==> config.mk <==
export PLATFORM = sky130hd
export DESIGN_NAME = lf_adder_arbiter
export DESIGN_NICKNAME = d
export VERILOG_FILES = /design/src/rtl/lf_adder_pkg.sv /design/src/rtl/lf_adder_arbiter_rr_arbiter.sv /design/src/rtl/lf_adder_arbiter.sv
export SDC_FILE = /design/constraint.sdc
export NUM_CORES = 1
export LEC_CHECK = 0
export ABC_AREA = 0
export BUFFER_PORTS_ARGS = -buffer_cell sky130_fd_sc_hd__buf_2
export CORE_AREA = 2 2 119 121
export DETAILED_ROUTE_END_ITERATION = 6
export DIE_AREA = 0 0 121 123
export PLACE_DENSITY = 0.68
export SYNTH_ARGS = -nofsm -noshare
export SYNTH_HDL_FRONTEND = slang
export SYNTH_HIERARCHICAL = 1
export SYNTH_SLANG_ARGS = --single-unit
==> constraint.sdc <==
create_clock -name clk -period 6.5 [get_ports clk]
set_input_delay 0.325 -clock clk [delete_from_list [all_inputs] [get_ports clk]]
set_output_delay 0.325 -clock clk [all_outputs]
set_load 0.02 [all_outputs]
==> src/rtl/lf_adder_pkg.sv <==
// Shared definitions for the Ladner-Fischer adder arbiter.
//   LF_MAX_N / LF_MAX_K : largest supported operand width / requester count
//   lf_levels(n)        : prefix-network depth for an n-bit operand
//   lf_resp_t           : output slot record, sized for the largest configuration
package lf_adder_pkg;

  localparam int LF_MAX_N   = 64;
  localparam int LF_MAX_K   = 8;
  localparam int LF_MAX_IDW = $clog2(LF_MAX_K);

  function automatic int lf_levels(input int n);
    return $clog2(n);
  endfunction

  typedef struct packed {
    logic [LF_MAX_N-1:0]   sum;
    logic                  cout;
    logic                  ovf;
    logic [LF_MAX_IDW-1:0] id;
  } lf_resp_t;

endpackage

==> src/rtl/lf_adder_arbiter_rr_arbiter.sv <==
// Round-robin arbiter with rotating priority pointer.
// Ports:
//   clk, rst  : clock, asynchronous active-high reset (pointer returns to 0)
//   req       : per-requester request vector (K bits)
//   en        : grant enable; no grant is issued and the pointer holds when low
//   gnt       : one-hot grant, all zeros when nothing is granted
//   gnt_id    : index of the selected requester (meaningful when gnt_any)
//   gnt_any   : a grant is issued this cycle
module rr_arbiter #(
  parameter int K   = 4,
  parameter int IDW = $clog2(K)
) (
  input  logic           clk,
  input  logic           rst,
  input  logic [K-1:0]   req,
  input  logic           en,
  output logic [K-1:0]   gnt,
  output logic [IDW-1:0] gnt_id,
  output logic           gnt_any
);

  logic [IDW-1:0] ptr;
  logic [IDW-1:0] sel;
  logic           found;

  // Pick the valid requester with the smallest circular distance from ptr.
  always_comb begin
    int d;
    int best;
    d     = 0;
    best  = K;
    sel   = '0;
    found = 1'b0;
    for (int i = 0; i < K; i++) begin
      d = i - int'(ptr);
      if (d < 0) d = d + K;
      if (req[i] && (d < best)) begin
        best  = d;
        sel   = IDW'(i);
        found = 1'b1;
      end
    end
  end

  always_comb begin
    gnt_id  = sel;
    gnt_any = found && en;
    gnt     = '0;
    for (int i = 0; i < K; i++) begin
      gnt[i] = gnt_any && (sel == IDW'(i));
    end
  end

  always_ff @(posedge clk or posedge rst) begin
    if (rst) begin
      ptr <= '0;
    end else if (gnt_any) begin
      ptr <= (sel == IDW'(K - 1)) ? '0 : sel + 1'b1;
    end
  end

endmodule

==> src/rtl/lf_adder_arbiter.sv <==
// One Ladner-Fischer prefix adder shared by K requesters through a round-robin
// arbiter, with a single registered, ID-tagged result slot and consumer
// backpressure.
// Ports:
//   clk, rst             : clock, asynchronous active-high reset
//   req_valid[K]         : per-requester operand valid
//   req_ready[K]         : one-hot accept (output), zero while rst or slot busy
//   req_a/req_b[K*N]     : packed operands, slice i = [i*N +: N]
//   req_cin[K]           : per-requester carry-in
//   resp_valid/ready     : result slot handshake
//   resp_sum/cout/ovf/id : registered sum, carry-out, signed overflow, source
// Optional feature (macro LF_ADDER_ARB_STATS_EN):
//   stat_clr             : synchronous clear of all grant counters
//   stat_grants[K*16]    : per-requester saturating 16-bit grant counters
module lf_adder_arbiter
  import lf_adder_pkg::*;
#(
  parameter int N   = 32,
  parameter int K   = 4,
  parameter int IDW = $clog2(K)
) (
  input  logic           clk,
  input  logic           rst,
  input  logic [K-1:0]   req_valid,
  output logic [K-1:0]   req_ready,
  input  logic [K*N-1:0] req_a,
  input  logic [K*N-1:0] req_b,
  input  logic [K-1:0]   req_cin,
  output logic           resp_valid,
  input  logic           resp_ready,
  output logic [N-1:0]   resp_sum,
  output logic           resp_cout,
  output logic           resp_ovf,
  output logic [IDW-1:0] resp_id
`ifdef LF_ADDER_ARB_STATS_EN
  ,
  input  logic           stat_clr,
  output logic [K*16-1:0] stat_grants
`endif
);

  localparam int LEVELS = lf_levels(N);

  // Level l combines every bit j whose bit l is set with the top bit of the
  // preceding 2^l block, doubling the covered span each level.
  function automatic logic [2*N-1:0] lf_prefix(input logic [N-1:0] g,
                                               input logic [N-1:0] p);
    logic [N-1:0] gg, pp, gn, pn;
    int k;
    gg = g;
    pp = p;
    for (int l = 0; l < LEVELS; l++) begin
      gn = gg;
      pn = pp;
      for (int j = 0; j < N; j++) begin
        if (((j >> l) & 1) == 1) begin
          k     = ((j >> l) << l) - 1;
          gn[j] = gg[j] | (pp[j] & gg[k]);
          pn[j] = pp[j] & pp[k];
        end
      end
      gg = gn;
      pp = pn;
    end
    return {gg, pp};
  endfunction

  logic           slot_free;
  logic           grant_en;
  logic [K-1:0]   gnt;
  logic [IDW-1:0] gnt_id;
  logic           xfer;
  logic           vld_p1;
  lf_resp_t       slot_p1;

  assign slot_free = !vld_p1 || resp_ready;
  assign grant_en  = slot_free && !rst;
  assign req_ready = gnt;

  rr_arbiter #(
    .K   (K),
    .IDW (IDW)
  ) u_arb (
    .clk     (clk),
    .rst     (rst),
    .req     (req_valid),
    .en      (grant_en),
    .gnt     (gnt),
    .gnt_id  (gnt_id),
    .gnt_any (xfer)
  );

  // ---- stage p0: operand select and prefix addition (combinational) ----
  logic [N-1:0] a_p0, b_p0, g_p0, p_p0, gg_p0, gp_p0, sum_p0;
  logic [N:0]   carry_p0;
  logic         cin_p0;
  lf_resp_t     slot_d_p0;

  always_comb begin
    a_p0   = '0;
    b_p0   = '0;
    cin_p0 = 1'b0;
    for (int i = 0; i < K; i++) begin
      if (gnt_id == IDW'(i)) begin
        a_p0   = req_a[i*N +: N];
        b_p0   = req_b[i*N +: N];
        cin_p0 = req_cin[i];
      end
    end
  end

  always_comb begin
    g_p0             = a_p0 & b_p0;
    p_p0             = a_p0 ^ b_p0;
    {gg_p0, gp_p0}   = lf_prefix(g_p0, p_p0);
    carry_p0         = '0;
    carry_p0[0]      = cin_p0;
    for (int j = 0; j < N; j++) begin
      carry_p0[j+1] = gg_p0[j] | (gp_p0[j] & cin_p0);
    end
    sum_p0           = p_p0 ^ carry_p0[N-1:0];
    slot_d_p0.sum    = LF_MAX_N'(sum_p0);
    slot_d_p0.cout   = carry_p0[N];
    slot_d_p0.ovf    = carry_p0[N] ^ carry_p0[N-1];
    slot_d_p0.id     = LF_MAX_IDW'(gnt_id);
  end

  // ---- stage p1: result slot ----
  always_ff @(posedge clk or posedge rst) begin
    if (rst) begin
      vld_p1  <= 1'b0;
      slot_p1 <= '0;
    end else if (xfer) begin
      vld_p1  <= 1'b1;
      slot_p1 <= slot_d_p0;
    end else if (resp_ready) begin
      vld_p1  <= 1'b0;
    end
  end

  assign resp_valid = vld_p1;
  assign resp_sum   = slot_p1.sum[N-1:0];
  assign resp_cout  = slot_p1.cout;
  assign resp_ovf   = slot_p1.ovf;
  assign resp_id    = slot_p1.id[IDW-1:0];

  // Slot fields are sized for the largest configuration; bits above N/IDW
  // are loaded with zeros and never read.
  logic slot_unused;
  assign slot_unused = ^{slot_p1.sum, slot_p1.id};

`ifdef LF_ADDER_ARB_STATS_EN
  function automatic logic [15:0] sat_inc16(input logic [15:0] v);
    return (v == 16'hFFFF) ? v : v + 16'd1;
  endfunction

  for (genvar i = 0; i < K; i++) begin : g_stat
    logic [15:0] cnt;
    always_ff @(posedge clk or posedge rst) begin
      if (rst) begin
        cnt <= '0;
      end else if (stat_clr) begin
        cnt <= '0;
      end else if (gnt[i]) begin
        cnt <= sat_inc16(cnt);
      end
    end
    assign stat_grants[i*16 +: 16] = cnt;
  end
`endif

endmodule

# Yosys cells after proc, flatten, opt, wreduce, memory -nomap -nowiden
# Index checks and enable logic that the tools add are counted.
[totals]
reg_bits = 39
in_bits = 267
output_inout_bits = 41
elab_cells = 378
[op_classes]
add_sub_neg = 9
magnitude_cmp = 8
n_eq_ne = 3
muxes = 29
n_bitwise = 308
reduce_logical = 15
[op_table]
columns = ["cell", "count"]
rows = [
  ["$mux W32", 15],
  ["$and A1 B1 Y1", 192],
  ["$add A32 B4 Y32 const B", 4],
  ["$lt A32 B1 Y1 const B", 4],
  ["$or A1 B1 Y1", 112],
  ["$lt A32 B32 Y1", 3],
  ["$xor A32 B32 Y32", 2],
  ["$and A32 B32 Y32", 1],
  ["$lt A32 B4 Y1 const B", 1],
  ["$mux W1", 11],
  ["$logic_and A1 B1 Y1", 10],
  ["$mux W2", 3],
  ["$sub A1 B2 Y3 const A", 2],
  ["$sub A2 B2 Y3 const A", 2],
  ["$eq A2 B2 Y1 const B", 2],
  ["$add A2 B1 Y2 const B", 1],
  ["$eq A2 B1 Y1 const B", 1],
  ["$logic_not A1 Y1", 2],
  ["$logic_not A2 Y1", 1],
  ["$reduce_bool A2 Y1", 1],
  ["$logic_or A1 B1 Y1", 1],
  ["$xor A1 B1 Y1", 1],
]

# Logic depth before layout (Yosys ltp)
[depth]
word_depth = 33
ltp_mapped = 26
mapped_depth_nobuf = 23

# Hierarchy
# The synthesis kept the hierarchy.
[by_module_without_submodules]
columns = ["module", "n_inst", "cells_each", "area_each_um2", "seq_area_each_um2"]
rows = [
  ["lf_adder_arbiter", 1, 347, 4269.1, 925.9],
  ["rr_arbiter", 1, 49, 396.6, 50.0],
]

# Worst setup path before layout
# Ideal clock, no wire load.
[synth_timing]
path_type = "flip-flop to flip-flop"
start = "reg u_arb.ptr[0]"
end = "reg slot_p1, in the netlist resp_sum[22]"
setup_ns = 0.125
t_arrival_ns = 5.535
required_time_ns = 6.375
setup_slack_ns = 0.841
path_stages_with_launch = 25
n_path_buf = 4
synth_period_minus_slack_ns = 5.659
cell_sequence = "dfrtp_1 > buf_6 > and4_1 > a21oi_1 > ha_1 > o22ai_1 > o21ai_2 > a21o_1 > ha_1 > a21boi_1 > a21oi_1 > or2_1 > buf_6 > clkbuf_1 > buf_2 > mux4_2 > ha_1 > a21oi_1 > a221o_1 > a2bb2oi_1 > nand3b_2 > a211oi_2 > o21bai_1 > xor2_1 > mux2_2"
[synth_via]
elab_chain_cells = 33
word_cells_on_any_way = 119
cone_classes = "8 x add/sub; 8 x order compare; 3 x eq/ne; 26 x mux; 68 x bitwise; 6 x reduce/logical"
[synth_lines]
columns = ["item", "line", "text"]
rows = [
  ["start, declared", "lf_adder_arbiter_rr_arbiter.sv:22", "logic [IDW-1:0] ptr;"],
  ["start signal, assigned", "lf_adder_arbiter_rr_arbiter.sv:58", "ptr <= (sel == IDW'(K - 1)) ? '0 : sel + 1'b1;"],
  ["$sub A1 B2 Y3", "lf_adder_arbiter_rr_arbiter.sv:35", "d = i - int'(ptr);"],
  ["$add A32 B4 Y32 or $lt A32 B1 Y1 (tied branches)", "lf_adder_arbiter_rr_arbiter.sv:36", "if (d < 0) d = d + K;"],
  ["$mux W32", "lf_adder_arbiter_rr_arbiter.sv:36", ""],
  ["$lt A32 B4 Y1", "lf_adder_arbiter_rr_arbiter.sv:37", "if (req[i] && (d < best)) begin"],
  ["$logic_and A1 B1 Y1", "lf_adder_arbiter_rr_arbiter.sv:37", ""],
  ["$mux W32", "lf_adder_arbiter_rr_arbiter.sv:37", ""],
  ["$lt A32 B32 Y1", "lf_adder_arbiter_rr_arbiter.sv:37", ""],
  ["$logic_and A1 B1 Y1", "lf_adder_arbiter_rr_arbiter.sv:37", ""],
  ["[7 not listed]", "-", ""],
  ["named net gnt_id[0]", "lf_adder_arbiter.sv:71", "logic [IDW-1:0] gnt_id;"],
  ["[10 not listed]", "-", ""],
  ["$and A1 B1 Y1", "lf_adder_arbiter.sv:58", "gn[j] = gg[j] | (pp[j] & gg[k]);"],
  ["$or A1 B1 Y1", "lf_adder_arbiter.sv:58", ""],
  ["$and A1 B1 Y1", "lf_adder_arbiter.sv:58", ""],
  ["$or A1 B1 Y1", "lf_adder_arbiter.sv:58", ""],
  ["$and A1 B1 Y1", "lf_adder_arbiter.sv:58", ""],
  ["$or A1 B1 Y1", "lf_adder_arbiter.sv:58", ""],
  ["$or A1 B1 Y1", "lf_adder_arbiter.sv:119", "carry_p0[j+1] = gg_p0[j] | (gp_p0[j] & cin_p0);"],
  ["$xor A32 B32 Y32 (*)", "lf_adder_arbiter.sv:121", "sum_p0 = p_p0 ^ carry_p0[N-1:0];"],
  ["end signal, assigned", "lf_adder_arbiter.sv:135", "slot_p1 <= slot_d_p0;"],
  ["end, declared", "lf_adder_arbiter.sv:74", "lf_resp_t slot_p1;"],
]
# The timed path passes the listed nets; every way through them passes the cells marked *.
# A chain may end at the register's enable or synchronous reset.

# Worst setup path after layout
[layout_timing]
start = "reg u_arb.ptr[1]"
end = "reg slot_p1, in the netlist resp_sum[30]"
# The elaborated chain is that of the path after synthesis.

==> flow_summary.toml <==
[routing]
first_iter_violations = 151
wl_per_cell_um = 17.3
dr.pass1.iters = 5
via_count = 4548
ant_nets = 0
routed_via_density = 5.19
drt_wl_total_mm = 15.1
drc = 0

[yosys]
synth_edf_count = 0
synthFlopType = "dfrtp_1"
ys_seq_area_share_pct = 20.9
netlist_area_um2 = 4670
avgSynthCellArea_um2 = 11.8
yosysTopAreaCellShare_pct = 30.9
synth-seq-cells = 39
async_flop_share_pct = 100
synth_cell_types = 63
syn_inst = 396
yosysTopAreaCell = "mux4_2"
synth_warnings = 6
netlist_top_cells_area = "mux4_2 31%, dfrtp_1 21%, ha_1 10%"
synth_nets = 702

[grt]
grt_start_max_net_pins = 38
grt_pass1_vias = 4632
grt_pass1_wl_mm = 22.9
track_usage_pct = 19.9
overflow = 0
antenna_found_initial = 0

[clocking]
htreeDepth = 2
clk_latency_ns = 0.28
cts_tree = "yes"
clkSinkCount = 39
path_clk_slew_ns = 0.06
cts.path.max_buffers = 2
cts_setup_buffers = 0
cts-root-buf = "clkbuf_16"
cts-buffers-inserted = 5

[layout]
drive_gt1_share_pct = 61.9
stdcell_area_um2 = 6590
nets = 1001
diodes = 0
syn2layout_area_growth_pct = 41.2
finalCoreUtilization_pct = 48.4

[setup_path]
reg2reg_from = "u_arb/ptr[1]"
path_common_cell = "ha_1"
crit_family = "compound AO/OA/AOI/OAI gates"
cp-start-kind = "register"
critPathKind = "register to register"
critPathRequiredTime_ns = 6.68
critPathSlowestCell = "mux4_2"
arrival_ns = 6.11
rrSetupSlack_ns = 0.57
critical_path.startpoint = "u_arb/ptr[1]"
cp-end-kind = "register"
cp_slowest_stage_delay_ns = 0.52
critPathBufInv = 3
critPathMaxFanout = 24

[place]
gp_congestion = 0.804
placed_area_um2 = 6390
portBuffers = 307
dpl.hpwl_mm = 13.1

[floorplanning]
die_width_um = 121
die_h_um = 123
fp.coreArea_um2 = 13600
start_util_pct = 34.3
die-area_um2 = 14900
num_rows = 43
io-pin-count = 308

[timing]
fin_crit_sh_pct = 91.3
tightest_slew_ns = 0.837
clock_skew_ns = 0.00621
hold_viol_final = 0
relSlewSlack_pct = 44.1
rsz0062_at_grt = "no"
slew_violations = 0
tns_ns = 0
fin_hold_ws_ns = 0.342
setup_viol = 0
max_freq_mhz = 169
period_minus_slack_ns = 5.93

[status]
status = "completed"

[pwr]
peakVddDrop_mv = 0.418
power_leakage_nw = 3.17
total_power_mw = 5.37
power.density_nw_per_um2 = 816

[job]
drv_cap = 0

[worst_hold_path]
hold_start = "resp_ready"
min_path_type = "input pin to register"
state kept, by name (all words and copies together), names as in the netlist:
name,flops
resp_sum,32
resp_id,2
u_arb/ptr,2
resp_cout,1
resp_ovf,1
resp_valid,1
kinds of logic (layout without fill, tap and decap cells):
| logic type | after synthesis | in the layout | synth area share [%] |
|---|---|---|---|
| buffers and inverters | 39 | 339 | 3.75 |
| DFF | 39 | 39 | 20.9 |
| adders and majority gates | 39 | 39 | 10.6 |
| and+or+nand+nor | 71 | 71 | 7.94 |
| muxes | 96 | 96 | 38.5 |
| AOI/OAI and AO/OA | 85 | 85 | 13.2 |
| xor gates and xnor gates | 27 | 27 | 5.07 |
stage by stage:
| stage | setup WS [ns] | cells |
|---|---|---|
| floorplan | 0.841 | 396 |
| global placement | 0.693 | 867 |
| detailed placement | 0.490 | 867 |
| CTS | 0.547 | 876 |
| global route | 0.0547 | 876 |
| finish | 0.567 | 876 |
synthesized netlist by cell type (5+ instances only):
library cell / count
nor2_1: 16
a21o_1: 8
a21oi_1: 28
xnor2_1: 15
mux2_2: 27
o21bai_1: 5
nand2_1: 21
inv_1: 15
mux4_2: 64
clkbuf_1: 10
nand3_1: 5
dfrtp_1: 39
xor2_1: 12
ha_1: 38
o21a_1: 5
o21ai_0: 8
buf_2: 5
mux2i_1: 5
and2_1: 7
per-layer routing:
layer	vias up	wire (um)	GRT usage (%)
li1	2157	-	-
met5	-	0	0
met1	2184	5860	23.0
met3	12	1160	4.47
met4	0	157	3.92
met2	195	7950	37.7
cell type report:
type	count	area, um2
Clock inverter	2	60.1
Sequential cell	39	976
Timing Repair Buffer	314	1620
Fill cell	1283	7020
Inverter	17	63.8
Clock buffer	6	129
Tap cell	180	225
Multi-Input combinational cell	318	3520
cell usage in the layout, fill, tap and decap left out, drive strengths merged, types with 6 or more instances in the layout:
master  count
nor2       17
a21oi      31
and2        7
buf       313
dfrtp      39
mux4       64
ha         38
a21o        8
o21ai      13
mux2       27
nand2      21
inv        16
xnor2      15
clkbuf      6
xor2       12
worst register-to-register path, delay by kind of cell (launching register included):
family / cells / cell delay (ns)
AOI/OAI and AO/OA: 10 / 1.88
buffers and inverters: 3 / 0.64
and+or+nand+nor: 8 / 1.44
muxes: 1 / 0.52
adders and majority gates: 3 / 0.92
DFF: 1 / 0.43
power breakdown:
part	internal (mW)	switching (mW)	leakage, nW	total (mW)
sequential	0.392	0.0673	0.460	0.459
combinational	2.24	2.35	2.62	4.59
clock	0.220	0.0997	0.0911	0.320
final timing paths:
kind,end,depth (start not counted)
max in group asynchronous,resp_sum[30],3
setup reg to reg,resp_sum[30],25
hold / removal,resp_valid,3
min in group asynchronous,u_arb/ptr[0],3
setup / recovery,resp_sum[30],25
hold reg to reg,resp_sum[15],2
what timing repair did:
item,in CTS,in global routing
hold buffers,1,0
gates resized for setup,0,0
endpoints found under the hold margin,2,0
Power figures use the tool's default switching activity.
